**src/rtl/multi_cycle_adder_pkg.sv**
```systemverilog
// rtl/multi_cycle_adder_pkg.sv - shared types and sizing helpers for the multi-cycle adder
package multi_cycle_adder_pkg;

  typedef enum logic [1:0] {IDLE, ADD, DONE} state_t;

  function automatic int nchunk(input int width, input int chunk);
    return width / chunk;
  endfunction

  // Index width; never narrower than one bit so a single-chunk build still has a counter.
  function automatic int clog2(input int n);
    int r;
    r = 1;
    for (int i = 0; i < 31; i++) begin
      if ((1 << r) < n) r = r + 1;
    end
    return r;
  endfunction

endpackage

```
**src/rtl/multi_cycle_adder_chunk_adder.sv**
```systemverilog
// rtl/multi_cycle_adder_chunk_adder.sv - N-bit ripple chunk adder built from full_adder cells
module full_adder (
  input  logic a,
  input  logic b,
  input  logic cin,
  output logic s,
  output logic cout
);
  assign s    = a ^ b ^ cin;
  assign cout = (a & b) | (a & cin) | (b & cin);
endmodule

module chunk_adder
  import multi_cycle_adder_pkg::*;
#(
  parameter int N = 4
) (
  input  logic [N-1:0] a,
  input  logic [N-1:0] b,
  input  logic         cin,
  output logic [N-1:0] s,
  output logic         cout,
  output logic         c_msb
);
  logic [N:0] c;

  assign c[0] = cin;

  for (genvar i = 0; i < N; i++) begin : g_fa
    full_adder u_fa (
      .a    (a[i]),
      .b    (b[i]),
      .cin  (c[i]),
      .s    (s[i]),
      .cout (c[i+1])
    );
  end

  assign cout  = c[N];
  // Carry into the top bit; XOR with cout gives signed overflow.
  assign c_msb = c[N-1];
endmodule

```
**src/rtl/multi_cycle_adder.sv**
```systemverilog
// rtl/multi_cycle_adder.sv - add/subtract WIDTH-bit operands CHUNK bits per clock, valid/ready handshakes
// Optional zero/neg result flags under MULTI_CYCLE_ADDER_FLAGS_EN.
module multi_cycle_adder
  import multi_cycle_adder_pkg::*;
#(
  parameter int WIDTH = 32,
  parameter int CHUNK = 4
) (
  input  logic             clk,
  input  logic             rst_n,
  input  logic             in_valid,
  output logic             in_ready,
  input  logic [WIDTH-1:0] a,
  input  logic [WIDTH-1:0] b,
  input  logic             cin,
  input  logic             sub,
  output logic             out_valid,
  input  logic             out_ready,
  output logic [WIDTH-1:0] sum,
  output logic             cout,
  output logic             ovf
`ifdef MULTI_CYCLE_ADDER_FLAGS_EN
  ,
  output logic             zero,
  output logic             neg
`endif
);
  localparam int NCH = nchunk(WIDTH, CHUNK);
  localparam int IW  = clog2(NCH);

  state_t            state, next_state;
  logic [WIDTH-1:0]  a_reg, b_reg;
  logic              carry;
  logic [IW-1:0]     idx;
  logic [CHUNK-1:0]  a_chunk, b_chunk, s_chunk;
  logic              c_out, c_msb;
  logic              last;

  assign a_chunk = a_reg[idx*CHUNK +: CHUNK];
  assign b_chunk = b_reg[idx*CHUNK +: CHUNK];
  assign last    = (idx == IW'(NCH - 1));

  chunk_adder #(.N(CHUNK)) u_chunk (
    .a     (a_chunk),
    .b     (b_chunk),
    .cin   (carry),
    .s     (s_chunk),
    .cout  (c_out),
    .c_msb (c_msb)
  );

  always_ff @(posedge clk or negedge rst_n) begin
    if (!rst_n) state <= IDLE;
    else        state <= next_state;
  end

  always_comb begin
    next_state = state;
    case (state)
      IDLE:    if (in_valid) next_state = ADD;
      ADD:     if (last) next_state = DONE;
      DONE:    if (out_valid && out_ready) next_state = IDLE;
      default: next_state = IDLE;
    endcase
  end

  always_comb begin
    in_ready = (state == IDLE);
  end

  // out_valid is registered, so it rises one cycle after entering DONE.
  always_ff @(posedge clk or negedge rst_n) begin
    if (!rst_n) begin
      a_reg     <= '0;
      b_reg     <= '0;
      carry     <= 1'b0;
      idx       <= '0;
      sum       <= '0;
      cout      <= 1'b0;
      ovf       <= 1'b0;
      out_valid <= 1'b0;
    end else begin
      out_valid <= (state == DONE) && !(out_valid && out_ready);
      case (state)
        IDLE: begin
          if (in_valid) begin
            a_reg <= a;
            b_reg <= b ^ {WIDTH{sub}};
            carry <= sub ? 1'b1 : cin;
            idx   <= '0;
          end
        end
        ADD: begin
          sum[idx*CHUNK +: CHUNK] <= s_chunk;
          carry                   <= c_out;
          if (last) begin
            cout <= c_out;
            ovf  <= c_msb ^ c_out;
          end else begin
            idx <= idx + 1'b1;
          end
        end
        default: ;
      endcase
    end
  end

`ifdef MULTI_CYCLE_ADDER_FLAGS_EN
  logic zero_acc;

  always_ff @(posedge clk or negedge rst_n) begin
    if (!rst_n) begin
      zero_acc <= 1'b0;
    end else if (state == IDLE && in_valid) begin
      zero_acc <= 1'b1;
    end else if (state == ADD) begin
      zero_acc <= zero_acc & ~|s_chunk;
    end
  end

  assign zero = zero_acc;
  assign neg  = sum[WIDTH-1];
`endif

endmodule

```
**config.mk**
```make
export PLATFORM = sky130hd
export DESIGN_NAME = multi_cycle_adder
export DESIGN_NICKNAME = d
export VERILOG_FILES = /design/src/rtl/multi_cycle_adder_pkg.sv /design/src/rtl/multi_cycle_adder_chunk_adder.sv /design/src/rtl/multi_cycle_adder.sv
export SDC_FILE = /design/constraint.sdc
export NUM_CORES = 1
export LEC_CHECK = 0
export ABC_CLOCK_PERIOD_IN_PS = 7900
export BUFFER_PORTS_ARGS = -buffer_cell sky130_fd_sc_hd__buf_2
export CORE_MARGIN = 4
export CORE_UTILIZATION = 59
export DETAILED_ROUTE_END_ITERATION = 8
export GPL_ROUTABILITY_DRIVEN = 0
export PLACE_DENSITY = 0.83
export REMOVE_ABC_BUFFERS = 1
export SLEW_MARGIN = 15
export SYNTH_ARGS = -nofsm -noshare
export SYNTH_HDL_FRONTEND = slang
export SYNTH_SLANG_ARGS = --single-unit
```
**constraint.sdc**
```tcl
create_clock -name clk -period 7.9 [get_ports clk]
set_input_delay 0.79 -clock clk [delete_from_list [all_inputs] [get_ports clk]]
set_output_delay 0.79 -clock clk [all_outputs]
set_load 0.01 [all_outputs]
```
==> metrics.log, run 1 <==
INFO  metric drt_pass1_iterations = 4
INFO  metric place.port_buffers = 105
INFO  metric viasPerCell = 5.603
INFO  metric core-area = 0.008258 sq mm
INFO  metric post-dp-hpwl = 7319 um
INFO  metric post-synth-top-count-cell = dfrtp_1
INFO  metric num_antenna_cells = 0
INFO  metric grt_first_pass_wirelength = 16760 um
INFO  metric synth_compound_gate_area_share = 0.04026
INFO  metric synth_enable_flop_cells = 0
INFO  metric synth_top_cell_by_area = dfrtp_1
INFO  metric flow.area_growth_from_synthesis = 15.61%
INFO  metric first_global_vias = 3528
INFO  metric worstHoldPathType = input pin to async pin
INFO  metric drv_slew = 0
INFO  metric cp-start-kind = flop
INFO  metric route.final.wire_length = 10090 um
INFO  metric drcViolationCount = 0
INFO  metric routed-via-count = 3345
INFO  metric global_route.peak_usage_layer = met2
INFO  metric worst_slack = 4156 ps
INFO  metric gr-usage-met3 = 0.04448
INFO  metric die_extent_in_y = 100.4 um
INFO  metric ctsRootBufferMaster = clkbuf_8
INFO  metric leakagePower = 2.701 nW
INFO  metric syn_inst = 392
INFO  metric synth.avg_cell_area = 12.84 sq um
INFO  metric max_slew_margin = 0.3202
INFO  metric cts.reportedPaths.clkPinSlew = 90 ps
INFO  metric rows = 33
INFO  metric grt.met2_usage = 0.3609
INFO  metric max_freq = 267.1 MHz
INFO  metric grt.met1_usage = 0.2734
INFO  metric synth-xor-area-share = 0.05741
INFO  metric cts.htree.levels = 3
INFO  metric synth_area_leaders = dfrtp_1, mux2_2, mux4_2, xnor2_1, a21oi_1
INFO  metric fraction_of_synthesized_area_in_multiplexers = 0.2261
INFO  metric fraction_of_final_layout_cells_sized_beyond_drive_strength_1 = 0.4167
INFO  metric setup_viol = 0
INFO  metric yosysWarningCount = 0
INFO  metric crit_type = flop to flop
INFO  metric cp-startpoint = idx[2]
INFO  metric dieArea = 0.01008 sq mm
INFO  metric synth_area_in_adders = 0.03330
INFO  metric setup_total_negative_slack = 0 ps
INFO  metric postCtsHoldBufs = 0
INFO  metric buffer_depth_of_the_longest_clock_path = 2
INFO  metric tritoncts.num_buffers = 9
INFO  metric cts_setup_buffers = 0
INFO  metric simple_gate_fraction_of_synth_area = 0.09046
INFO  metric synth_top_cells_by_count = dfrtp_1, mux2_2, nor2_1
INFO  metric drv.max_cap_violation_count = 0
INFO  metric yosys_register_bits = 105
INFO  metric drt_first_iter_violations = 145
INFO  metric largest_driver_fanout_on_the_critical_path = 21
INFO  metric cts.repair.resized = 0
INFO  metric worst-slew-pin-transition = 1020 ps
INFO  metric grt-ovfl-total = 0
INFO  metric fin_area = 0.005821 sq mm
INFO  metric placed_area = 0.005609 sq mm
INFO  metric io_pins = 106
INFO  metric max-vdd-ir-drop = 0.2264 mV
INFO  metric cp.arrival = 3980 ps
INFO  metric synth-seq-area-share = 0.5219
INFO  metric synth_cell_types = 35
INFO  metric mappedNetlistArea = 0.005035 sq mm
INFO  metric cts_tree = yes
INFO  metric crit_path_capture_type = flop
INFO  metric dpl_worst_slack = 4187 ps
INFO  metric crit_required = 8140 ps
INFO  metric yosysTopAreaCellShare = 0.5219
INFO  metric detail-route-antenna-nets = 0
INFO  metric cts.sink_count = 105
INFO  metric routed_wire_length_per_instance = 16.91 um
INFO  metric outcome = finished clean
INFO  metric period_needed = 3744 ps
INFO  metric pwr_density_cell = 440.7 mW/mm^2
INFO  metric initial_utilization = 0.6097
INFO  metric synthFlopType = dfrtp_1
INFO  metric holdWs = 449.2 ps
INFO  metric unrepaired_setup_endpoints_after_global_routing = no
INFO  metric grt_start_max_net_pins = 100
INFO  metric chipWidth = 100.4 um
INFO  metric number_of_antenna_violations_at_the_first_check_in_global_routing = 0
INFO  metric worst_skew_pair.late_latency = 360 ps
INFO  metric hold_viol_final = 0
INFO  metric worst_r2r_startpoint = idx[2]
INFO  metric synth-async-reset-ratio = 1.000
INFO  metric layout.nets = 568
INFO  metric period_share = 0.4739
INFO  metric synth_top_family_by_area = multiplexers
INFO  metric grt_usage = 0.2141
INFO  metric fin_worst_skew = 9.543 ps
[placed cells by master (no fill, tap or decap), types with 8 or more instances in the layout]
cell	netlist	final
nand2_1	16	16
clkbuf_8	0	9
mux2i_1	8	8
nor2_1	39	39
dfrtp_1	105	105
inv_1	11	11
xnor2_1	32	32
buf_2	12	104
mux2_2	59	59
a21oi_1	32	32
mux4_2	16	16
[cell families after synthesis]
family / after synthesis
buffers and inverters: 35
adders and majority gates: 11
DFF: 105
and+or+nand+nor: 84
xor gates and xnor gates: 33
muxes: 86
AOI/OAI and AO/OA: 38
[worst paths after layout]
kind	slack [ps]	endpoint	depth (start not counted)
setup reg to reg	4160	sum[27]	11
min in group clk	480	out_valid	1
hold reg to reg	480	out_valid	1
setup / recovery	4160	sum[27]	11
max in group asynchronous	6320	a_reg[2]	2
hold / removal	450	sum[9]	1
[worst max-delay path, stage by stage (launching register included)]
cell	delay, ps
dfrtp_1	980
mux4_2	360
nand2_1	60
nand2_1	120
fa_1	170
inv_1	50
fa_1	390
fa_1	410
inv_1	90
fa_1	480
and3_1	230
mux2_2	290
[power by group]
group / internal, W / switching [W] / total [W]
Clock: 0.000178 / 0.000171 / 0.000349
Sequential: 0.000784 / 0.000163 / 0.000947
Combinational: 0.000618 / 0.000652 / 0.00127
[layout make-up]
cell class                 instances  area (sq um)
fill                             604          2437
clock inverter                     5         80.08
sequential                       105          2628
multi-input combinational        252          2258
inverter                          11         41.29
tap                              105         131.4
timing repair buffer             108         550.5
clock buffer                      11         131.4
[layer usage]
| metal | part of all wire | wire (um) | up-vias |
|---|---|---|---|
| met1 | 0.40 | 4049 | 1654 |
| met5 | 0 | 0 | - |
| met3 | 0.059 | 597 | 19 |
| met2 | 0.52 | 5223 | 122 |
| met4 | 0.022 | 223 | 0 |
| li1 | - | - | 1550 |
[per-stage QoR]
step | instances | util | total power (W)
2_1_floorplan | 368 | - | 0.001849
3_3_place_gp | 581 | 0.6792 | 0.002163
3_5_place_dp | 581 | 0.6792 | 0.002230
4_1_cts | 597 | 0.7048 | 0.002586
5_1_grt | 597 | 0.7048 | 0.002753
6_report | 597 | 0.7048 | 0.002565
Power figures use the tool's default switching activity.
==> run 2: changes to the inputs <==
- ABC_AREA: unset -> 1
- ABC_CLOCK_PERIOD_IN_PS: 7900 -> 3200
- CORE_UTILIZATION: 59 -> 50
- PLACE_DENSITY: 0.83 -> 0.74
- clock period: 7.9 -> 3.2 ns (I/O delays scaled with it)
==> run 2 against run 1 <==
  * The run now ends with hold timing left
  * Flip-flop and latch count did not move
  * Global-route usage fell by 1.4 points
  * Synthesized cell count rose by 79%
  * Non-clock buffer count rose by 11
  * Worst setup slack got worse by 4000 ps
  * Core utilization fell by 11 points
  * Register-to-register slack got worse by 4000 ps
  * First-iteration DRC count rose by 100%
  * Sequential share of layout area fell by 3.2 points
  * Critical path type unchanged
  * Largest power group unchanged
==> metrics.log, run 2 <==
INFO  metric yosysTopAreaCellShare = 0.4807
INFO  metric routed-via-count = 4631
INFO  metric grt_start_max_net_pins = 60
INFO  metric synth.avg_cell_area = 7.787 sq um
INFO  metric fin_area = 0.006271 sq mm
INFO  metric drv_slew = 0
INFO  metric netSwitchingFraction = 0.4619
INFO  metric violations_in_the_final_reports = hold timing
INFO  metric worst_slack = 195.3 ps
INFO  metric tritoncts.num_buffers = 9
INFO  metric largest_driver_fanout_on_the_critical_path = 11
INFO  metric share_seq_of_total_power = 0.341
INFO  metric post-synth-top-count-cell = nand2_1
INFO  metric initial_utilization = 0.5202
INFO  metric grt-ovfl-total = 0
INFO  metric slowest_stage_delay_cp = 460 ps
INFO  metric cts.htree.levels = 3
INFO  metric synth-seq-area-share = 0.4807
INFO  metric cts_tree = yes
INFO  metric layout.nets = 880
INFO  metric core-area = 0.01051 sq mm
INFO  metric power.net_switching = 0.002963 W
INFO  metric number_of_antenna_violations_at_the_first_check_in_global_routing = 0
INFO  metric finish.utilization = 0.5967
INFO  metric mappedNetlistArea = 0.005466 sq mm
INFO  metric multi_input_area = 0.002364 sq mm
INFO  metric worst-r2r-setup-slack = 200 ps
INFO  metric period_share = 0.9390
INFO  metric dpl_worst_slack = 120.1 ps
INFO  metric die_extent_in_y = 112.6 um
INFO  metric yosysWarningCount = 0
INFO  metric drt_pass1_iterations = 5
INFO  metric leakagePower = 3.423 nW
INFO  metric viasPerCell = 4.937
INFO  metric slowest_stage = fa_1
INFO  metric chipWidth = 112.6 um
INFO  metric outcome = complete, but fails checks
INFO  metric synth-async-reset-ratio = 1.000
INFO  metric synth_top_cell_by_area = dfrtp_1
INFO  metric max-vdd-ir-drop = 0.5051 mV
INFO  metric worstHoldPathType = input pin to async pin
INFO  metric first_global_vias = 4476
INFO  metric synth_top_cells_by_count = nand2_1, dfrtp_1, nand3_1
INFO  metric syn_inst = 702
INFO  metric share_comb_of_total_power = 0.533
INFO  metric final.fill_count = 983
INFO  metric crit_required = 3480 ps
INFO  metric crit_type = flop to flop
INFO  metric most-common-layout-cells = nand2_1, dfrtp_1, buf_2, nand3_1, inv_1
INFO  metric hold_viol_final = 40
INFO  metric grt_first_pass_wirelength = 21000 um
INFO  metric synth_enable_flop_cells = 0
INFO  metric fraction_of_final_layout_cells_sized_beyond_drive_strength_1 = 0.1845
INFO  metric detail-route-antenna-nets = 0
INFO  metric holdWs = -22.73 ps
INFO  metric drt_first_iter_violations = 294
INFO  metric cts.repair.resized = 0
INFO  metric totalPowerFinal = 0.006415 W
INFO  metric place.port_buffers = 105
INFO  metric post-dp-hpwl = 8994 um
INFO  metric fin_worst_skew = 6.326 ps
INFO  metric max_freq = 332.8 MHz
INFO  metric route.final.wire_length = 12310 um
INFO  metric cp.arrival = 3280 ps
INFO  metric synth_area_leaders = dfrtp_1, nand2_1, nand3_1, o21ai_0, xnor2_1
INFO  metric flow.area_growth_from_synthesis = 14.72%
INFO  metric buffer_depth_of_the_longest_clock_path = 2
INFO  metric crit_chain = inv_1 -> nand3_1 -> nand2_1 -> nand2_1 -> nand2_1 -> fa_1 -> inv_1 -> fa_1 -> fa_1 -> inv_1 -> fa_1 -> nand3_1 -> nor2_1 -> nand3_1 -> nand2_1
INFO  metric cts.reportedPaths.clkPinSlew = 90 ps
INFO  metric ctsRootBufferMaster = clkbuf_8
INFO  metric synthFlopType = dfrtp_1
INFO  metric setup_viol = 0
INFO  metric dieArea = 0.01267 sq mm
INFO  metric unrepaired_setup_endpoints_after_global_routing = no
INFO  metric crit_path_capture_type = flop
INFO  metric cts.sink_count = 105
INFO  metric synth_cell_types = 25
INFO  metric yosys_register_bits = 105
INFO  metric max_slew_margin = 0.4112
INFO  metric placed_area = 0.006072 sq mm
INFO  metric pwr_density_cell = 1023 mW/mm^2
INFO  metric drv.max_cap_violation_count = 0
INFO  metric io_pins = 106
INFO  metric routed_wire_length_per_instance = 13.13 um
INFO  metric layout.cells.most_common = nand2_1
INFO  metric num_antenna_cells = 0
INFO  metric worst-slew-pin-transition = 883.2 ps
INFO  metric rows = 37
INFO  metric worst_skew_pair.late_latency = 380 ps
INFO  metric grt_usage = 0.2004
INFO  metric cp-start-kind = flop
INFO  metric register_area = 0.002629 sq mm
INFO  metric power.share.clock = 0.126
INFO  metric p_int = 0.003452 W
INFO  metric drcViolationCount = 0
INFO  metric period_needed = 3005 ps
run 2: changes by cell type in the layout (fill, tap and decap cells not counted), moves of 10 or more:
cell | before | now
nand2_1 | 16 | 254
nand3_1 | 0 | 73
inv_1 | 11 | 70
mux2_2 | 59 | 0
o21ai_0 | 2 | 58
a21oi_1 | 32 | 0
mux4_2 | 16 | 0
buf_4 | 4 | 14
run 2: path summary, 6_finish.rpt:
check	from	endpoint	cells past startpoint
worst max-delay path	idx[1]	sum[15]	15
worst min-delay path	rst_n	a_reg[15]	1
worst max register to register	idx[1]	sum[15]	15
worst min register to register	sum[8]	sum[8]	2
max in group asynchronous	rst_n	b_reg[21]	2
min in group clk	a[18]	a_reg[18]	3
run 2: final cells by class:
| cell class | instances | area share |
|---|---|---|
| Sequential cell | 105 | 0.4192 |
| Multi-Input combinational cell | 491 | 0.3769 |
| Timing Repair Buffer | 119 | 0.1030 |
| Inverter | 73 | 0.04449 |
| Tap cell | 136 | 0.02713 |
| Clock buffer | 11 | 0.02255 |
| Clock inverter | 3 | 0.006784 |
run 2: stage by stage:
step,setup TNS (ps),cells
3_3_place_gp,0,922
4_1_cts,0,936
2_1_floorplan,-7462,669
5_1_grt,0,938
6_report,0,938
3_5_place_dp,0,922
run 2: critical path, delay by kind of cell (launching register included):
family                   cells  cell delay, ps
adder cells (fa/ha/maj)      4            1400
buffers and inverters        3             440
flip-flops                   1             380
AND/OR/NAND/NOR              8             680
run 2: logic make-up after synthesis:
| group | synth area share |
|---|---|
| buffers and inverters | 0.08698 |
| adders and majority gates | 0.03067 |
| AOI/OAI and AO/OA | 0.06363 |
| and+or+nand+nor | 0.2852 |
| DFF | 0.4807 |
| xor gates and xnor gates | 0.05287 |
run 2: timing repair:
item                       in CTS  in global routing
hold buffers                    0                  0
buffers inserted                0                  2
setup endpoints to repair       0                  7
run 2: power by group through the flow:
stage	Clock (W)	Combinational (W)	Sequential [W]
finish	0.000811	0.00342	0.00219
global route	0.000879	0.00390	0.00226
global placement	0	0.00329	0.00221
CTS	0.000827	0.00338	0.00221
detailed placement	0	0.00336	0.00223
floorplan	0	0.00222	0.00231
run 2: routing by layer:
metal | share of wire | vias to the layer above | global-route usage | routed length [um]
met4 | 0.014 | 0 | 0.06010 | 176
met3 | 0.064 | 19 | 0.03989 | 791
met1 | 0.46 | 2133 | 0.2836 | 5709
li1 | - | 2349 | - | -
met2 | 0.46 | 130 | 0.3132 | 5636
met5 | 0 | - | 0 | 0
==> run 3: changes to the inputs <==
- PLACE_DENSITY: 0.74 -> unset
- PLACE_DENSITY_LB_ADDON: unset -> 0.25
- REMOVE_ABC_BUFFERS: 1 -> unset
==> run 3 against run 2 <==
  * The run now ends clean
  * Critical path depth increased by 1
  * First-iteration DRC count decreased by 0.68%
  * Global-route usage increased by 0.52 points
  * Sequential power about the same
  * Clock power increased by 14%
  * Core utilization increased by 0.49 points
  * Cell count increased by 0.11%
  * Total power increased by 3.1%
  * Die area unchanged
  * Wire length increased by 0.86%
==> metrics.log, run 3 (synthesized netlist as in run 2, its figures left out) <==
INFO  metric synth.net_count = 783
INFO  metric tritoncts.num_buffers = 9
INFO  metric slowest_stage = fa_2
INFO  metric power.net_switching = 0.003034 W
INFO  metric max_slew_margin = 0.4246
INFO  metric rows = 37
INFO  metric routed-via-count = 4607
INFO  metric share_comb_of_total_power = 0.529
INFO  metric largest_driver_fanout_on_the_critical_path = 32
INFO  metric layout.cells.most_common = nand2_1
INFO  metric leakagePower = 3.444 nW
INFO  metric cts_tree = yes
INFO  metric outcome = finished clean
INFO  metric crit_type = flop to flop
INFO  metric cp.arrival = 3250 ps
INFO  metric p_int = 0.003578 W
INFO  metric cts.sink_count = 105
INFO  metric slowest_stage_delay_cp = 470 ps
INFO  metric routed_wire_length_per_instance = 13.23 um
INFO  metric period_needed = 2965 ps
INFO  metric worst_skew_pair.late_latency = 390 ps
INFO  metric netSwitchingFraction = 0.4589
INFO  metric drcViolationCount = 0
INFO  metric first_global_vias = 4611
INFO  metric num_antenna_cells = 0
INFO  metric crit_required = 3490 ps
INFO  metric holdWs = 26.88 ps
INFO  metric share_seq_of_total_power = 0.332
INFO  metric hold_viol_final = 0
INFO  metric setup_viol = 0
INFO  metric grt.met1_usage = 0.2782
INFO  metric period_share = 0.9267
INFO  metric totalPowerFinal = 0.006612 W
INFO  metric detail-route-antenna-nets = 0
INFO  metric grt.met2_usage = 0.3262
INFO  metric dpl_worst_slack = 188.1 ps
INFO  metric most-common-layout-cells = nand2_1, buf_2, dfrtp_1, nand3_1, inv_1
INFO  metric die_extent_in_y = 112.6 um
INFO  metric number_of_antenna_violations_at_the_first_check_in_global_routing = 0
INFO  metric drt_pass1_iterations = 4
INFO  metric core-area = 0.01051 sq mm
INFO  metric grt_first_pass_wirelength = 21360 um
INFO  metric power.share.clock = 0.140
INFO  metric drv.max_cap_violation_count = 0
INFO  metric viasPerCell = 4.906
INFO  metric flow.area_growth_from_synthesis = 15.66%
INFO  metric crit_top_cell = nand2_1
INFO  metric cts.reportedPaths.clkPinSlew = 100 ps
INFO  metric dieArea = 0.01267 sq mm
INFO  metric crit_chain = buf_12 -> nand2_1 -> nand3_1 -> nand2_1 -> nand2_1 -> nand2_1 -> fa_1 -> inv_1 -> fa_1 -> fa_1 -> inv_1 -> fa_2 -> nand3_1 -> nor2_1 -> nand3_1 -> nand2_1
INFO  metric cts.htree.levels = 3
INFO  metric final.fill_count = 945
INFO  metric global_route.peak_usage_layer = met2
INFO  metric fin_worst_skew = 11.40 ps
INFO  metric io_pins = 106
INFO  metric route.final.wire_length = 12420 um
INFO  metric max-vdd-ir-drop = 0.4862 mV
INFO  metric fraction_of_final_layout_cells_sized_beyond_drive_strength_1 = 0.1893
INFO  metric ctsRootBufferMaster = clkbuf_8
INFO  metric worst-slew-pin-transition = 863.1 ps
INFO  metric cpLargestDelayFamily = adder cells
INFO  metric postCtsHoldBufs = 0
INFO  metric crit_path_capture_type = flop
INFO  metric layout.nets = 879
INFO  metric max_freq = 337.2 MHz
INFO  metric gr-usage-met3 = 0.04474
INFO  metric cp-start-kind = flop
INFO  metric worst_slack = 234.6 ps
INFO  metric pwr_density_cell = 1046 mW/mm^2
INFO  metric grt-ovfl-total = 0
INFO  metric drt_first_iter_violations = 292
INFO  metric grt_usage = 0.2056
INFO  metric placed_area = 0.006080 sq mm
INFO  metric post-dp-hpwl = 9202 um
INFO  metric fin_area = 0.006322 sq mm
INFO  metric place.port_buffers = 105
INFO  metric unrepaired_setup_endpoints_after_global_routing = no
INFO  metric buffer_depth_of_the_longest_clock_path = 2
INFO  metric initial_utilization = 0.5202
INFO  metric worstHoldPathType = input pin to async pin
INFO  metric grt_start_max_net_pins = 66
INFO  metric chipWidth = 112.6 um
INFO  metric setup_total_negative_slack = 0 ps
INFO  metric drv_slew = 0
INFO  metric buffers_plus_inverters_on_the_worst_setup_path = 3
## run 3: changes by cell type in the layout (fill, tap and decap cells not counted), sizes merged
cell,delta
clkinv,+3
clkbuf,-1
buf,-1
clkinvlp,-1
bufinv,+1
## run 3: final timing paths
path / to / from / cells past startpoint / slack (ps)
max in group asynchronous: b_reg[23] / rst_n / 2 / 2360
max: sum[7] / idx[0] / 16 / 230
min: a_reg[24] / rst_n / 1 / 30
max reg2reg: sum[7] / idx[0] / 16 / 230
min reg2reg: sum[16] / sum[16] / 2 / 480
min in group clk: a_reg[2] / a[2] / 3 / 130
## run 3: cell type report
class / count / area (sq um) / share of cell area
clock inverters: 6 / 91.34 / 0.01445
well taps: 136 / 170.2 / 0.02691
repair buffers: 118 / 645.6 / 0.1021
multi-input cells: 491 / 2366 / 0.3742
flip-flops and latches: 105 / 2630 / 0.4160
clock buffers: 10 / 137.6 / 0.02177
inverters: 73 / 281.5 / 0.04453
## run 3: repair_timing
action                                  in CTS  in global routing
gates resized for setup                      0                  6
endpoints found under the setup margin       0                  5
buffers inserted                             0                  0
## run 3: power groups by stage
| stage | Sequential (W) | Combinational, W | Clock, W |
|---|---|---|---|
| 2_1_floorplan | 0.00221 | 0.00247 | 0 |
| 3_3_place_gp | 0.00219 | 0.00339 | 0 |
| 3_5_place_dp | 0.00221 | 0.00345 | 0 |
| 4_1_cts | 0.00219 | 0.00347 | 0.000951 |
| 5_1_grt | 0.00226 | 0.00400 | 0.00101 |
| 6_report | 0.00219 | 0.00350 | 0.000924 |
## run 3: metal layers
layer  vias to the layer above  share of wire  wire (um)
met3                        21          0.050        622
met4                         0          0.019        235
met5                         -              0          0
li1                       2354              -          -
met1                      2117           0.46       5709
met2                       115           0.47       5853
## run 3: per-stage QoR
step / cells / utilization
CTS: 939 / 0.6003
global route: 939 / 0.6016
finish: 939 / 0.6016
floorplan: 702 / -
global placement: 923 / 0.5785
detailed placement: 923 / 0.5785
